--- src/rtl/param_waveform_gen_if.sv ---
// Control, ROM and sample bundle between the control logic, the waveform ROM
// and the generator.
interface param_waveform_gen_if #(
  parameter int DATA_W  = 8,
  parameter int PHASE_W = 16
);
  logic               en;
  logic [2:0]         wave_sel;
  logic [PHASE_W-1:0] freq_word;
  logic [2:0]         amp_shift;
  logic [DATA_W-1:0]  duty;
  logic [DATA_W-1:0]  rom_addr;
  logic [DATA_W-1:0]  rom_in;
  logic [DATA_W-1:0]  data_out;
  logic               data_valid;
  logic [2:0]         sel_active;
  logic               period_tick;

  modport master (
    input  en, wave_sel, freq_word, amp_shift, duty, rom_in,
    output rom_addr, data_out, data_valid, sel_active, period_tick
  );

  modport slave (
    output en, wave_sel, freq_word, amp_shift, duty, rom_in,
    input  rom_addr, data_out, data_valid, sel_active, period_tick
  );
endinterface

--- src/rtl/param_waveform_gen.sv ---
// Phase-accumulator waveform generator: eight output modes, amplitude scaling
// about midscale, and mode changes deferred to period boundaries.
module param_waveform_gen #(
  parameter int DATA_W  = 8,
  parameter int PHASE_W = 16
) (
  input logic                  clk,
  input logic                  rst,
  param_waveform_gen_if.master wg
);

  localparam logic [DATA_W-1:0] MID  = {1'b1, {(DATA_W-1){1'b0}}};
  localparam logic [DATA_W-1:0] ONES = {DATA_W{1'b1}};

  typedef enum logic [2:0] {
    MODE_SAW      = 3'b000,
    MODE_SQUARE   = 3'b001,
    MODE_TRIANGLE = 3'b010,
    MODE_SINE     = 3'b011,
    MODE_FULLREC  = 3'b100,
    MODE_HALFREC  = 3'b101,
    MODE_PWM      = 3'b110,
    MODE_MID      = 3'b111
  } mode_e;

  function automatic logic [DATA_W-1:0] satOnes(input logic [DATA_W+1:0] v);
    if (|v[DATA_W+1:DATA_W]) return ONES;
    return v[DATA_W-1:0];
  endfunction

  // Doubling restores full swing after the ROM sample is folded about MID.
  function automatic logic [DATA_W-1:0] rectify(input logic [DATA_W-1:0] smp,
                                                input logic halfWave);
    logic signed [DATA_W:0] s;
    logic        [DATA_W:0] mag;
    s   = $signed({1'b0, smp}) - $signed({1'b0, MID});
    mag = s[DATA_W] ? -s : s;
    if (halfWave && (s[DATA_W] || s == '0)) return '0;
    return satOnes({mag, 1'b0});
  endfunction

  function automatic logic [DATA_W-1:0] scaleAmp(input logic [DATA_W-1:0] raw,
                                                 input logic [2:0] sh);
    logic signed [DATA_W:0] d;
    logic signed [DATA_W:0] res;
    d   = $signed({1'b0, raw}) - $signed({1'b0, MID});
    res = (d >>> sh) + $signed({1'b0, MID});
    return res[DATA_W-1:0];
  endfunction

  // Stage 0: phase accumulator and period-boundary mode selection
  logic [PHASE_W:0]   phaseSum;
  logic               wrap;
  logic [PHASE_W-1:0] phase_p0;
  logic               tick_p0;
  mode_e              selActive_p0;
  mode_e              selNext;

  always_comb begin
    phaseSum = {1'b0, phase_p0} + {1'b0, wg.freq_word};
    wrap     = wg.en & phaseSum[PHASE_W];
  end

  always_comb begin
    selNext = selActive_p0;
    if (!wg.en || wrap) selNext = mode_e'(wg.wave_sel);
  end

  always_ff @(posedge clk) begin
    if (rst) begin
      phase_p0     <= '0;
      tick_p0      <= 1'b0;
      selActive_p0 <= MODE_MID;
    end else begin
      if (wg.en) phase_p0 <= phaseSum[PHASE_W-1:0];
      tick_p0      <= wrap;
      selActive_p0 <= selNext;
    end
  end

  // Stage 1: sample point, mode and shaping controls travel with rom_addr
  logic [DATA_W-1:0] p_p1;
  logic [DATA_W-1:0] duty_p1;
  logic [2:0]        amp_p1;
  mode_e             mode_p1;
  logic              vld_p1;

  always_ff @(posedge clk) begin
    if (rst) begin
      p_p1    <= '0;
      duty_p1 <= '0;
      amp_p1  <= '0;
      mode_p1 <= MODE_MID;
      vld_p1  <= 1'b0;
    end else begin
      p_p1    <= phase_p0[PHASE_W-1 -: DATA_W];
      duty_p1 <= wg.duty;
      amp_p1  <= wg.amp_shift;
      mode_p1 <= selActive_p0;
      vld_p1  <= wg.en;
    end
  end

  // Stage 2: waveform shaping, amplitude scaling and output register
  logic [DATA_W-1:0] triUp;
  logic [DATA_W-1:0] raw;
  logic [DATA_W-1:0] data_p2;
  logic              vld_p2;

  always_comb begin
    triUp = {p_p1[DATA_W-2:0], 1'b0};
    raw   = MID;
    case (mode_p1)
      MODE_SAW:      raw = p_p1;
      MODE_SQUARE:   raw = p_p1[DATA_W-1] ? '0 : ONES;
      MODE_TRIANGLE: raw = p_p1[DATA_W-1] ? ~triUp : triUp;
      MODE_SINE:     raw = wg.rom_in;
      MODE_FULLREC:  raw = rectify(wg.rom_in, 1'b0);
      MODE_HALFREC:  raw = rectify(wg.rom_in, 1'b1);
      MODE_PWM:      raw = (p_p1 < duty_p1) ? ONES : '0;
      default:       raw = MID;
    endcase
  end

  always_ff @(posedge clk) begin
    if (rst) begin
      data_p2 <= MID;
      vld_p2  <= 1'b0;
    end else begin
      data_p2 <= scaleAmp(raw, amp_p1);
      vld_p2  <= vld_p1;
    end
  end

  assign wg.rom_addr    = p_p1;
  assign wg.data_out    = data_p2;
  assign wg.data_valid  = vld_p2;
  assign wg.sel_active  = selActive_p0;
  assign wg.period_tick = tick_p0;

endmodule

--- src/flat_wrapper.sv ---
// flat-port wrapper written by rule: the top's interface ports become plain ports
module param_waveform_gen_flat 
#(
  parameter int DATA_W  = 8,
  parameter int PHASE_W = 16
)
  (clk, rst, wg_en, wg_wave_sel, wg_freq_word, wg_amp_shift, wg_duty, wg_rom_in, wg_rom_addr, wg_data_out, wg_data_valid, wg_sel_active, wg_period_tick);
  param_waveform_gen_if #(.DATA_W(DATA_W), .PHASE_W(PHASE_W)) wg_i ();
  input logic clk;
  input logic rst;
  input wire logic [$bits(wg_i.en)-1:0] wg_en;
  input wire logic [$bits(wg_i.wave_sel)-1:0] wg_wave_sel;
  input wire logic [$bits(wg_i.freq_word)-1:0] wg_freq_word;
  input wire logic [$bits(wg_i.amp_shift)-1:0] wg_amp_shift;
  input wire logic [$bits(wg_i.duty)-1:0] wg_duty;
  input wire logic [$bits(wg_i.rom_in)-1:0] wg_rom_in;
  output wire logic [$bits(wg_i.rom_addr)-1:0] wg_rom_addr;
  output wire logic [$bits(wg_i.data_out)-1:0] wg_data_out;
  output wire logic [$bits(wg_i.data_valid)-1:0] wg_data_valid;
  output wire logic [$bits(wg_i.sel_active)-1:0] wg_sel_active;
  output wire logic [$bits(wg_i.period_tick)-1:0] wg_period_tick;
  assign wg_i.en = wg_en;
  assign wg_i.wave_sel = wg_wave_sel;
  assign wg_i.freq_word = wg_freq_word;
  assign wg_i.amp_shift = wg_amp_shift;
  assign wg_i.duty = wg_duty;
  assign wg_i.rom_in = wg_rom_in;
  assign wg_rom_addr = wg_i.rom_addr;
  assign wg_data_out = wg_i.data_out;
  assign wg_data_valid = wg_i.data_valid;
  assign wg_sel_active = wg_i.sel_active;
  assign wg_period_tick = wg_i.period_tick;
  param_waveform_gen #(.DATA_W(DATA_W), .PHASE_W(PHASE_W)) u_core (.clk(clk), .rst(rst), .wg(wg_i));
endmodule
--- config.mk ---
export PLATFORM = sky130hd
export DESIGN_NAME = param_waveform_gen_flat
export DESIGN_NICKNAME = d
export VERILOG_FILES = /design/src/rtl/param_waveform_gen_if.sv /design/src/rtl/param_waveform_gen.sv /design/src/flat_wrapper.sv
export SDC_FILE = /design/constraint.sdc
export NUM_CORES = 1
export LEC_CHECK = 0
export ABC_AREA = 1
export BUFFER_PORTS_ARGS = -buffer_cell sky130_fd_sc_hd__clkbuf_2
export CORE_ASPECT_RATIO = 1.75
export CORE_MARGIN = 3
export CORE_UTILIZATION = 30
export CTS_CLUSTER_DIAMETER = 80
export CTS_CLUSTER_SIZE = 28
export DETAILED_ROUTE_END_ITERATION = 7
export PLACE_DENSITY = 0.61
export SETUP_SLACK_MARGIN = 0.2
export SKIP_CTS_REPAIR_TIMING = 1
export SYNTH_ARGS = -nofsm -noshare
export SYNTH_HDL_FRONTEND = slang
export SYNTH_SLANG_ARGS = --single-unit
--- constraint.sdc ---
create_clock -name clk -period 2 [get_ports clk]
set_input_delay 0.1 -clock clk [delete_from_list [all_inputs] [get_ports clk]]
set_output_delay 0.1 -clock clk [all_outputs]
set_load 0.05 [all_outputs]
==> results of run 1 <==
[Yosys cell counts, types with 2 or more instances]
cell type	number
a21o_1	3
a21oi_1	32
buf_1	2
buf_2	2
clkbuf_1	7
dfxtp_1	52
ha_1	24
inv_1	77
inv_2	6
nand2_1	103
nand2_2	3
nand3_1	48
nand3_2	2
nand4_1	12
nor2_1	67
nor3_1	4
o21ai_0	21
o21ai_1	7
o21bai_1	3
o221ai_1	2
o22ai_1	4
xnor2_1	4
xor2_1	9
[stage by stage]
step | area, um^2 | setup TNS [ns] | hold WS, ns | total power, mW | utilization (%)
after floorplan | 3340 | 0 | 0.207 | 1.95 | -
after global routing | 4350 | -0.0368 | 0.0115 | 3.51 | 40.4
final | 4350 | 0 | -0.00342 | 3.31 | 40.4
after detailed placement | 3820 | 0 | 0.296 | 2.22 | 35.5
after CTS | 3980 | 0 | -0.0132 | 3.17 | 36.9
after global placement | 3820 | 0 | 0.295 | 2.21 | 35.5
[layer usage]
metal,share of wire [%],global-route usage (%),up-vias
met5,0,0,-
met4,4.0,7.29,0
met3,3.2,1.82,24
met2,57,30.6,95
met1,36,15.0,1651
li1,-,-,1779
[power by group]
group / internal, mW / switching, mW
clock network: 0.577 / 0.364
registers: 1.14 / 0.0731
logic: 0.423 / 0.736
[worst min-delay path: cells and delay by family]
family        cells  cell delay (ns)
buf+inv           2             0.12
simple gates      1             0.03
[area by class of cell]
type | instances | area share [%]
repair buffers | 76 | 9.70
inverters | 84 | 7.31
multi-input cells | 360 | 51.2
clock inverters | 1 | 0.690
well taps | 130 | 3.74
clock buffers | 5 | 2.88
flip-flops and latches | 52 | 24.5
[logic make-up (layout without fill, tap and decap cells)]
| family | count (synthesis) | after routing | synth area share, % |
|---|---|---|---|
| AND/OR/NAND/NOR | 243 | 244 | 31.3 |
| buffers and inverters | 96 | 166 | 11.1 |
| AO/OA/AOI/OAI | 78 | 78 | 13.1 |
| flip-flops | 52 | 52 | 31.4 |
| adder cells (fa/ha/maj) | 25 | 25 | 9.66 |
| XOR/XNOR | 13 | 13 | 3.43 |
[final timing paths]
check | startpoint | to | slack, ns
setup reg to reg | u_core.phase_p0[0] | u_core.phase_p0[12] | 0.12
hold / removal | wg_duty[2] | u_core.duty_p1[2] | -0.003
setup / recovery | u_core.phase_p0[0] | u_core.phase_p0[12] | 0.12
hold reg to reg | u_core.vld_p1 | u_core.wg.data_valid | 0.41
[flip-flops by register name (all words and copies together), names as in the netlist]
| signal | cells |
|---|---|
| u_core.vld_p1 | 1 |
| u_core.amp_p1 | 3 |
| u_core.wg.sel_active | 3 |
| u_core.wg.period_tick | 1 |
| u_core.phase_p0 | 16 |
| u_core.wg.rom_addr | 8 |
| u_core.mode_p1 | 3 |
| u_core.duty_p1 | 8 |
| u_core.wg.data_out | 8 |
| u_core.wg.data_valid | 1 |
==> metrics.md, run 1 <==
| Metric | Value |
|---|---|
| Status | finished with violations |
| Failing checks | hold timing |
| Final setup margin | 0.117 ns |
| DP HPWL | 7680 um |
| Dominant cell type by area after synthesis | dfxtp_1 |
| Count of cell types in the netlist | 36 |
| Synthesized Nets | 573 |
| Cell family with most CP delay | compound AO/OA/AOI/OAI gates |
| WP depth | 11 |
| Largest net degree at the start of global routing | 21 |
| Grt ovf | 0 |
| Final setup viols | 0 |
| Port Buf Inserts | 61 |
| Most common flop cell mapped by yosys | dfxtp_1 |
| Reg2reg path depth | 11 |
| Area of the core | 10,800 um^2 |
| Pleak | 2.24 nW |
| Critical path capture point type | register |
| Layout area overhead | 31.2% |
| Area taken by multi-input logic gates | 2230 um^2 |
| Routed WL per cell | 13.9 um |
| I/O pin count | 62 |
| DR pass1 iterations | 4 |
| Final net count | 645 |
| Commonest non-fill, non-tap cell in the layout | nand2_1 |
| Largest cells by area after synthesis | dfxtp_1, nand2_1, ha_1 |
| Total GRT Usage | 15.4% |
| CTS Sinks | 52 |
| Post-Synthesis Cell Area | 3320 um^2 |
| Seq cells post-synth | 52 |
| Hold Path Stages | 3 |
| Critical Path Fanout Max | 4 |
| Synth async-reset ratio | 0% |
| Crit-path max cell delay | 0.39 ns |
| Slew margin rel. | 67.2% |
| Inst Count DP | 695 |
| ANT cells | 0 |
| Crit path arrival time | 2.07 ns |
| Initial antenna violation count | 0 |
| DR iter-0 viols | 138 |
| H-tree Lvls | 2 |
| Clk slew on worst S/H paths | 0.06 ns |
| Mapped Avg Cell Area | 6.54 um^2 |
| Global-route wire length before repair | 15,400 um |
| Worst skew pair latency | 0.29 ns |
| Clock Tree Buf Depth | 2 |
| Post-DRT Antenna Nets | 0 |
| Row cnt | 50 |
| Vias | 3,549 |
| Setup Crit Path Kind | register to register |
| CP Launch Type | register |
| Layout fillers | 1,139 |
| Storage element area | 1070 um^2 |
| RSZ-0062 raised after global routing | yes |
| Routability cong. | 0.987 |
| Final hold vios | 1 |
| Pin slew with the least headroom to its limit | 0.492 ns |
| Crit-path cells | ha_4, inv_2, fa_2, o21ai_4, a21oi_4, o21ai_4, a21oi_1, xor2_1, nand2_1, nand2_1, inv_1 |
| WP buf/inv | 2 |
| DP Worst Slack | 0.0336 ns |
| Worst vdd ir | 500 uV |
| Non-filler instance count after layout | 708 |
| CTS tree | yes |
| Routed wire length | 9870 um |
| Die X | 85.5 um |
| Number of synthesized flops with an enable pin | 0 |
| Hold Path Class | primary input to register |
| Root buf cell | clkbuf_16 |
| DIE AREA | 12,400 um^2 |
| Commonest cells after routing, fill and taps aside | nand2_1, inv_1, nor2_1 |
| Final Critical Period | 1.88 ns |
| Seq/Total Area, Yosys | 31.4% |
| Cts bufs inserted | 5 |
| Fmax | 531 MHz |
| PD cells | 762 nW/um^2 |
| Cells after Synth | 507 |
| Final period utilization | 94.2% |
| Yosys top cell area share | 31.4% |
| Layout cells sized above 1 | 28.7% |
| Die Ht | 145 um |
| Vias per cell | 5.01 |
| Drc violations | 0 |
| Max_cap viols | 0 |
| Vias in the first global route | 3,455 |
| Critical Path RT | 2.19 ns |
| Initial core utilization | 30.8% |
| Final Max Tran Viols | 0 |
| Worst hold slack | -0.00342 ns |
| Final Skew | 0.00528 ns |
| Critical Path Slowest Stage Cell | fa_2 |
| Synth warn | 0 |
Power figures use the tool's default switching activity.
==> run 2, diff against run 1 <==
--- a/config.mk
+++ b/config.mk
@@ -13,7 +13,9 @@
 export CTS_CLUSTER_DIAMETER = 80
 export CTS_CLUSTER_SIZE = 28
 export DETAILED_ROUTE_END_ITERATION = 7
+export HOLD_SLACK_MARGIN = 0.15
 export PLACE_DENSITY = 0.61
+export RECOVER_POWER = 100
 export SETUP_SLACK_MARGIN = 0.2
 export SKIP_CTS_REPAIR_TIMING = 1
 export SYNTH_ARGS = -nofsm -noshare
==> run 2 against run 1 <==
Non-clock buffer count increased by 14. Via count increased by 0.73%. The run now ends clean. Routed wire length is 1.6% higher. Die area unchanged. Highest routed layer unchanged. Largest power group unchanged. Critical path type unchanged. Combinational power about the same. Total power up 0.21%. Largest cell class unchanged. Cell area rose by 2.3%. Worst hold slack better by 0.21 ns.
==> metrics.md, run 2 (synthesized netlist as in run 1, its figures left out) <==
| Metric | Value |
|---|---|
| Area of the core | 10,800 um^2 |
| Die Ht | 145 um |
| CTS tree | yes |
| Initial core utilization | 30.8% |
| Critical path capture point type | register |
| Hold Crit Start | wg_freq_word[0] |
| Crit path arrival time | 2.07 ns |
| Port Buf Inserts | 61 |
| Inst Count DP | 695 |
| Clock Tree Buf Depth | 2 |
| Critical Path Slowest Stage Cell | fa_2 |
| Hold Path Stages | 4 |
| Pin slew with the least headroom to its limit | 0.713 ns |
| Final Critical Period | 1.89 ns |
| Total power | 3.32 mW |
| I/O pin count | 62 |
| Clock power frac | 28.3% |
| Worst vdd ir | 499 uV |
| Final net count | 659 |
| Vias | 3,575 |
| DIE AREA | 12,400 um^2 |
| Root buf cell | clkbuf_16 |
| Die X | 85.5 um |
| Largest net degree at the start of global routing | 21 |
| Routed WL per cell | 13.9 um |
| Hold Path Class | primary input to register |
| Worst skew pair latency | 0.29 ns |
| Grt ovf | 0 |
| Commonest cells after routing, fill and taps aside | nand2_1, inv_1, nor2_1 |
| Slew margin rel. | 52.5% |
| ANT cells | 0 |
| Non-filler instance count after layout | 722 |
| Fin area | 4450 um^2 |
| Sw Share | 35.4% |
| RSZ-0062 raised after global routing | yes |
| Crit-path max cell delay | 0.39 ns |
| Max_cap viols | 0 |
| PD cells | 746 nW/um^2 |
| Final Skew | 0.00399 ns |
| Routability cong. | 0.987 |
| Total GRT Usage | 15.4% |
| CP Launch Type | register |
| DR pass1 iterations | 4 |
| DR iter-0 viols | 138 |
| Pleak | 2.22 nW |
| Reg-to-reg setup timing slack | 0.11 ns |
| Critical Path RT | 2.19 ns |
| Layout cells sized above 1 | 23.8% |
| Critical Path Source | u_core.phase_p0[0] |
| Row cnt | 50 |
| Layout area overhead | 34.2% |
| Sw power | 1.17 mW |
| Crit-path cells | ha_4, inv_2, fa_2, o21ai_4, a21oi_4, o21ai_4, a21oi_1, xor2_1, nand2_1, nand2_1, inv_1 |
| Reg2reg path depth | 11 |
| Final setup viols | 0 |
| Final Max Tran Viols | 0 |
| Initial antenna violation count | 0 |
| Biggest register | u_core.phase_p0 |
| Max reg flops | 16 |
| Clk slew on worst S/H paths | 0.06 ns |
| Final period utilization | 94.3% |
| Fmax | 530 MHz |
| Status | finished clean |
| Comb power frac | 35.2% |
| CTS Sinks | 52 |
| H-tree Lvls | 2 |
| Vias per cell | 4.95 |
| Commonest non-fill, non-tap cell in the layout | nand2_1 |
| Global-route wire length before repair | 15,400 um |
| Reg-to-reg endpoint | u_core.phase_p0[12] |
| R2r startpoint | u_core.phase_p0[0] |
| Dpl cell area | 3820 um^2 |
| Sequential power share | 36.5% |
| Critical Path Fanout Max | 4 |
| P_int | 2.14 mW |
| Post-DRT Antenna Nets | 0 |
| Setup Crit Path Kind | register to register |
| Final hold vios | 0 |
| DP HPWL | 7680 um |
| Vias in the first global route | 3,455 |
| Routed wire length | 10,000 um |
| Hold endpoint | u_core.phase_p0[0] |
| Cts bufs inserted | 5 |
| Drc violations | 0 |
==> run 2: cell count changes in the layout (fill, tap and decap cells not counted) <==
| cell | delta |
|---|---|
| dlygate4sd3_1 | +14 |
| nand3_2 | -1 |
| dfxtp_1 | +1 |
| nand3_1 | +1 |
| nand2_1 | +1 |
| nand2_2 | -1 |
| clkbuf_1 | +22 |
| buf_4 | -1 |
| dfxtp_2 | -1 |
| clkbuf_2 | -21 |
==> run 2: worst max path at each step <==
stage | cells past startpoint | to | slack [ns]
2_1_floorplan | 9 | u_core.wg.data_out[0] | 0.20
6_report | 11 | u_core.phase_p0[12] | 0.11
5_1_grt | 11 | u_core.phase_p0[10] | -0.01
3_5_place_dp | 10 | u_core.wg.sel_active[2] | 0.03
3_3_place_gp | 10 | u_core.wg.sel_active[2] | 0.06
4_1_cts | 10 | u_core.wg.sel_active[2] | 0.02
==> run 2: through the flow <==
| step | util, % | setup WS (ns) | TNS, ns | hold slack [ns] |
|---|---|---|---|---|
| after floorplan | - | 0.200 | 0 | 0.207 |
| after global placement | 35.5 | 0.0574 | 0 | 0.295 |
| after detailed placement | 35.5 | 0.0336 | 0 | 0.296 |
| after CTS | 36.9 | 0.0161 | 0 | -0.0132 |
| after global routing | 41.4 | -0.0138 | -0.0423 | 0.220 |
| final | 41.4 | 0.113 | 0 | 0.206 |
==> run 2: area by class of cell <==
type | instances | area (um^2)
Clock buffer | 5 | 125
Clock inverter | 1 | 30.0
Fill cell | 1136 | 6310
Inverter | 84 | 318
Multi-Input combinational cell | 360 | 2220
Sequential cell | 52 | 1060
Tap cell | 130 | 163
Timing Repair Buffer | 90 | 532
==> run 2: power groups by stage <==
stage	Sequential, mW	Clock, mW	Combinational, mW
4_1_cts	1.20	0.966	1.00
6_report	1.21	0.940	1.17
2_1_floorplan	1.35	0	0.606
5_1_grt	1.22	1.01	1.29
3_3_place_gp	1.22	0	0.985
3_5_place_dp	1.22	0	0.998
==> run 2: worst max-delay path: cells and delay by family, from the launching register on <==
family                     cells  cell delay [ns]
AOI/OAI and AO/OA              4             0.59
xor gates and xnor gates       1             0.13
adders and majority gates      2             0.53
buffers and inverters          2             0.08
DFF                            1             0.35
and+or+nand+nor                2             0.12
==> run 2: layer usage <==
metal	up-vias	GRT usage (%)	routed length [um]
li1	1809	-	-
met1	1654	15.0	3610
met2	88	30.6	5740
met3	24	1.82	266
met4	0	7.29	403
met5	-	0	0
